$ cat src/rtl/sd_data_master.sv
// SD card data-path control FSM. It primes the TX/RX FIFOs and kicks the serial host.
// It then watches the transfer (watchdog, FIFO errors) and records the outcome in sticky status bits.
module sd_data_master #(
    parameter int TIMEOUT_W     = 24,
    parameter int INT_DATA_SIZE = 5
) (
    input  logic                     sd_clk,
    input  logic                     rst,
    input  logic                     start_tx_i,
    input  logic                     start_rx_i,
    input  logic [TIMEOUT_W-1:0]     timeout_i,
    output logic                     d_write_o,
    output logic                     d_read_o,
    output logic                     start_tx_fifo_o,
    output logic                     start_rx_fifo_o,
    input  logic                     tx_fifo_empty_i,
    input  logic                     tx_fifo_full_i,
    input  logic                     rx_fifo_full_i,
    input  logic                     xfr_complete_i,
    input  logic                     crc_ok_i,
    output logic [INT_DATA_SIZE-1:0] int_status_o,
    input  logic                     int_status_rst_i
);

    localparam int CC    = 0;
    localparam int EI    = 1;
    localparam int CTE   = 2;
    localparam int CCRCE = 3;
    localparam int CFE   = 4;

    typedef enum logic [2:0] {
        IDLE,
        START_TX_FIFO,
        START_RX_FIFO,
        DATA_TRANSFER,
        ABORT
    } state_t;

    state_t                   r_state,    w_state;
    logic                     r_d_write,  w_d_write;
    logic                     r_d_read,   w_d_read;
    logic                     r_tx_fifo,  w_tx_fifo;
    logic                     r_rx_fifo,  w_rx_fifo;
    logic                     r_is_tx,    w_is_tx;
    logic [TIMEOUT_W-1:0]     r_cnt,      w_cnt;
    logic [INT_DATA_SIZE-1:0] r_status;
    logic [INT_DATA_SIZE-1:0] w_set;
    logic                     w_timeout;
    logic                     w_fifo_err;

    // The watchdog is disabled by a zero limit; the counter saturates so a long
    // unsupervised transfer cannot wrap it.
    assign w_timeout  = (timeout_i != '0) && (r_cnt >= timeout_i);
    assign w_fifo_err = r_is_tx ? tx_fifo_empty_i : rx_fifo_full_i;

    always_comb begin
        w_state   = r_state;
        w_d_write = r_d_write;
        w_d_read  = r_d_read;
        w_tx_fifo = r_tx_fifo;
        w_rx_fifo = r_rx_fifo;
        w_is_tx   = r_is_tx;
        w_cnt     = '0;
        w_set     = '0;
        case (r_state)
            IDLE: begin
                if (start_tx_i) begin
                    w_state   = START_TX_FIFO;
                    w_tx_fifo = 1'b1;
                    w_is_tx   = 1'b1;
                end else if (start_rx_i) begin
                    w_state   = START_RX_FIFO;
                    w_rx_fifo = 1'b1;
                    w_is_tx   = 1'b0;
                end
            end
            START_TX_FIFO: begin
                w_d_read = 1'b0;
                if (tx_fifo_full_i && xfr_complete_i) begin
                    w_d_write = 1'b1;
                end else if (r_d_write && !xfr_complete_i) begin
                    w_d_write = 1'b0;
                    w_state   = DATA_TRANSFER;
                end
            end
            START_RX_FIFO: begin
                w_d_write = 1'b0;
                if (xfr_complete_i) begin
                    w_d_read = 1'b1;
                end else begin
                    w_d_read = 1'b0;
                    w_state  = DATA_TRANSFER;
                end
            end
            DATA_TRANSFER: begin
                w_cnt = (&r_cnt) ? r_cnt : r_cnt + 1'b1;
                if (w_timeout || w_fifo_err) begin
                    if (w_timeout) begin
                        w_set[CTE] = 1'b1;
                    end else begin
                        w_set[CFE] = 1'b1;
                    end
                    w_set[EI] = 1'b1;
                    w_state   = ABORT;
                    w_d_write = 1'b1;
                    w_d_read  = 1'b1;
                    w_tx_fifo = 1'b0;
                    w_rx_fifo = 1'b0;
                end else if (xfr_complete_i) begin
                    if (crc_ok_i) begin
                        w_set[CC] = 1'b1;
                    end else begin
                        w_set[CCRCE] = 1'b1;
                        w_set[EI]    = 1'b1;
                    end
                    w_state   = IDLE;
                    w_tx_fifo = 1'b0;
                    w_rx_fifo = 1'b0;
                end
            end
            ABORT: begin
                // Both commands high tell the serial host to abort; release once it is idle.
                w_d_write = 1'b1;
                w_d_read  = 1'b1;
                w_tx_fifo = 1'b0;
                w_rx_fifo = 1'b0;
                if (xfr_complete_i) begin
                    w_d_write = 1'b0;
                    w_d_read  = 1'b0;
                    w_state   = IDLE;
                end
            end
            default: begin
                w_state   = IDLE;
                w_d_write = 1'b0;
                w_d_read  = 1'b0;
                w_tx_fifo = 1'b0;
                w_rx_fifo = 1'b0;
            end
        endcase
    end

    always_ff @(posedge sd_clk) begin
        if (!rst) begin
            r_state   <= IDLE;
            r_d_write <= 1'b0;
            r_d_read  <= 1'b0;
            r_tx_fifo <= 1'b0;
            r_rx_fifo <= 1'b0;
            r_is_tx   <= 1'b0;
            r_cnt     <= '0;
        end else begin
            r_state   <= w_state;
            r_d_write <= w_d_write;
            r_d_read  <= w_d_read;
            r_tx_fifo <= w_tx_fifo;
            r_rx_fifo <= w_rx_fifo;
            r_is_tx   <= w_is_tx;
            r_cnt     <= w_cnt;
        end
    end

    // Clear wins over any status bit being set in the same cycle.
    always_ff @(posedge sd_clk) begin
        if (!rst) begin
            r_status <= '0;
        end else if (int_status_rst_i) begin
            r_status <= '0;
        end else begin
            r_status <= r_status | w_set;
        end
    end

    assign d_write_o       = r_d_write;
    assign d_read_o        = r_d_read;
    assign start_tx_fifo_o = r_tx_fifo;
    assign start_rx_fifo_o = r_rx_fifo;
    assign int_status_o    = r_status;

endmodule

$ cat config.mk
export PLATFORM = sky130hd
export DESIGN_NAME = sd_data_master
export DESIGN_NICKNAME = d
export VERILOG_FILES = /design/src/rtl/sd_data_master.sv
export SDC_FILE = /design/constraint.sdc
export NUM_CORES = 1
export LEC_CHECK = 0
export BUFFER_PORTS_ARGS = -buffer_cell sky130_fd_sc_hd__buf_2
export CORE_MARGIN = 10
export CORE_UTILIZATION = 40
export DETAILED_ROUTE_END_ITERATION = 6
export GPL_ROUTABILITY_DRIVEN = 0
export PLACE_DENSITY = 0.64
export SYNTH_ARGS = -nofsm -noshare
export SYNTH_HDL_FRONTEND = slang
export SYNTH_SLANG_ARGS = --single-unit
export TNS_END_PERCENT = 20
$ cat constraint.sdc
create_clock -name sd_clk -period 2.42 [get_ports sd_clk]
set_clock_uncertainty 0.1 [all_clocks]
set_input_delay 0.121 -clock sd_clk [delete_from_list [all_inputs] [get_ports sd_clk]]
set_output_delay 0.121 -clock sd_clk [all_outputs]
set_load 0.05 [all_outputs]
==> results.toml <==
[status]
status = "complete, no violations"

[yosys]
synth_warnings = 0
synth.top_cells.by_area = "dfxtp_1 (30%), ha_1 (13%), nor2_1 (7.2%), xnor2_1 (5.0%), inv_1 (4.3%)"
synth_edf_count = 0
async_flop_share_pct = 0
synthCells = 294
synthTopCellsByCount = "nor2_1 (47), dfxtp_1 (37), inv_1 (28)"
synth_fp_nets = 353
synthesis.area_sq_mm = 0.00245
syn_avg_cell_area_sq_um = 8.35
synth_most_common_cell = "nor2_1"
synth_flop_cell = "dfxtp_1"
synth_largest_area_cell = "dfxtp_1"
synth-seq-cells = 37
yosys.cell_types.count = 52
seq_area_frac_synth_pct = 30.2
yosysTopAreaCellShare_pct = 30.2

[drt]
finalWirelength_mm = 5.70
remaining_drc_errors = 0
wire_per_inst_microns = 13.3
post_drt_via_cell_ratio = 5.20
drtIter0Drc = 82
postRouteAntennaNets = 0
drt_first_pass_iters = 4
vias = 2230

[placed_design]
port_buffers = 42
dpl.cell_count = 421
hpwl_mm = 4.61
postPlaceCellArea_sq_mm = 0.00285

[cts]
cts_root_buf = "clkbuf_8"
worstSkewPairLatency_ns = 0.29
holdBufCountCts = 0
h-tree-depth = 2
cts_resized = 0
cts_buffers = 5
cts_tree = "done"
post-cts-setup-buffers = 0
cts_sinks = 37
clk_transition_reported_paths_ns = 0.08
clock_path_buffers = 2

[floorplanning]
dieArea_sq_mm = 0.00967
initial_core_util_pct = 41.2
die_y_microns = 98.3
rows = 28
core_sq_mm = 0.00596
die_x_microns = 98.3
pin_count = 43

[setup_path]
crit_slowest_cell = "o41ai_4"
crit_required_ns = 2.49
critPathLaunchType = "register"
endpoint_kind = "register"
cp_slowest_stage_delay_ns = 0.40
worst-setup-path-type = "register to register"
crit_arrival_ns = 2.38
critical-path-top-delay-family = "compound AO/OA/AOI/OAI gates"
path_buf_inv = 1
cp_cell_sequence = "ha_1 > a21oi_1 > o21a_1 > nand2b_1 > o31a_1 > o41ai_4 > buf_4 > nor2b_1 > a211oi_2"
critPathMaxFanout = 3

[sta]
slew_violations = 0
worstMarginPinSlew_ns = 0.639
fin_crit_sh_pct = 95.2
min_period_ns = 2.30
hold_violations = 0
setup_viol = 0
max_freq_mhz = 434
slew-limit-headroom_pct = 57.0

[layout]
multi_input_area_sq_mm = 0.00161
antenna_cells = 0
syn2layout_area_growth_pct = 22.6
finalNetCount = 412
drive_above_1_share_pct = 25.1
fillerInstances = 605
fin_cells = 429
regArea_sq_um = 741
finalInstanceArea_sq_mm = 0.00301

[hold_path]
hp-class = "input pin to register"

[power]
pwr-share-clk_pct = 37.6
power.switching_mw = 0.417
p_leak_nw = 1.30
total_power_mw = 1.49
pwr-share-comb_pct = 18.2
power_per_cell_area_mw_per_mm2 = 494
sw_frac_of_total_pct = 28.0
power_frac_seq_pct = 44.1
ir_drop_v = 0.000294
intPower_mw = 1.07

[grt]
grt_max_degree = 26
grt-ovfl-total = 0
track_usage_pct = 12.0
grt_pass1_wl_mm = 9.97
antenna_found_initial = 0
first_global_vias = 2288

[flow_run]
maxCapViolCount = 0
## through the flow
step / setup WS [ns] / setup TNS, ns / hold slack (ns) / utilization (%)
after global placement: 0.132 / 0 / 0.346 / 47.9
after floorplan: 0.190 / 0 / 0.240 / -
after global routing: -0.0121 / -0.0326 / 0.0594 / 50.5
final: 0.117 / 0 / 0.0496 / 50.5
after detailed placement: 0.0277 / 0 / 0.351 / 47.9
after CTS: 0.0375 / 0 / 0.0440 / 49.9
## area by class of cell
type | count | share of cell area (%)
multi-input cells | 222 | 53.6
flip-flops and latches | 37 | 24.6
repair buffers | 59 | 11.2
inverters | 28 | 3.49
well taps | 75 | 3.12
clock buffers | 6 | 2.74
clock inverters | 2 | 1.25
## layer usage
metal / track usage [%] / vias to the layer above / share of wire [%]
met4: 3.31 / 0 / 1.0
met5: 0 / - / 0
met3: 3.59 / 6 / 6.1
li1: - / 1161 / -
met1: 13.8 / 1023 / 45
met2: 20.8 / 40 / 47
## placed cells by master (no fill, tap or decap), drive strengths merged, types with 7 or more instances in the layout
master	n
nand3	10
xnor2	14
inv	28
a21oi	15
o21ai	9
buf	59
nor4	11
ha	25
nand2	17
nor3	7
dfxtp	37
nor2	47
## power by group through the flow
stage,registers [mW],logic (mW),clock network (mW)
floorplan,0.705,0.139,0
global placement,0.670,0.265,0
detailed placement,0.670,0.266,0
CTS,0.656,0.267,0.577
global route,0.662,0.305,0.594
finish,0.656,0.271,0.559
## worst paths after layout
| path | startpoint | endpoint | slack (ns) | cells past startpoint |
|---|---|---|---|---|
| hold / removal | rst | d_read_o$_SDFFE_PN0P_ | 0.05 | 2 |
| setup / recovery | r_cnt[19]$_SDFFE_PN0N_ | start_rx_fifo_o$_SDFFE_PN0P_ | 0.12 | 9 |
| setup reg to reg | r_cnt[19]$_SDFFE_PN0N_ | start_rx_fifo_o$_SDFFE_PN0P_ | 0.12 | 9 |
| hold reg to reg | start_tx_fifo_o$_SDFFE_PN0P_ | start_tx_fifo_o$_SDFFE_PN0P_ | 0.35 | 2 |
## cells by family (layout without fill, tap and decap cells)
| group | Yosys count | after routing | share of synthesized area [%] |
|---|---|---|---|
| AO/OA/AOI/OAI | 49 | 49 | 14.9 |
| XOR/XNOR | 20 | 20 | 7.14 |
| adder cells (fa/ha/maj) | 25 | 25 | 12.7 |
| buffers and inverters | 35 | 95 | 5.71 |
| flip-flops | 37 | 37 | 30.2 |
| multiplexers | 2 | 2 | 0.816 |
| AND/OR/NAND/NOR | 126 | 126 | 28.5 |
## registers in the layout, indices dropped and copies added, names as in the netlist
register	flops
int_status_o	5
r_cnt	24
start_tx_fifo_o	1
r_is_tx	1
d_write_o	1
r_state	3
start_rx_fifo_o	1
d_read_o	1
No activity file was read; power rests on OpenSTA's default activity.
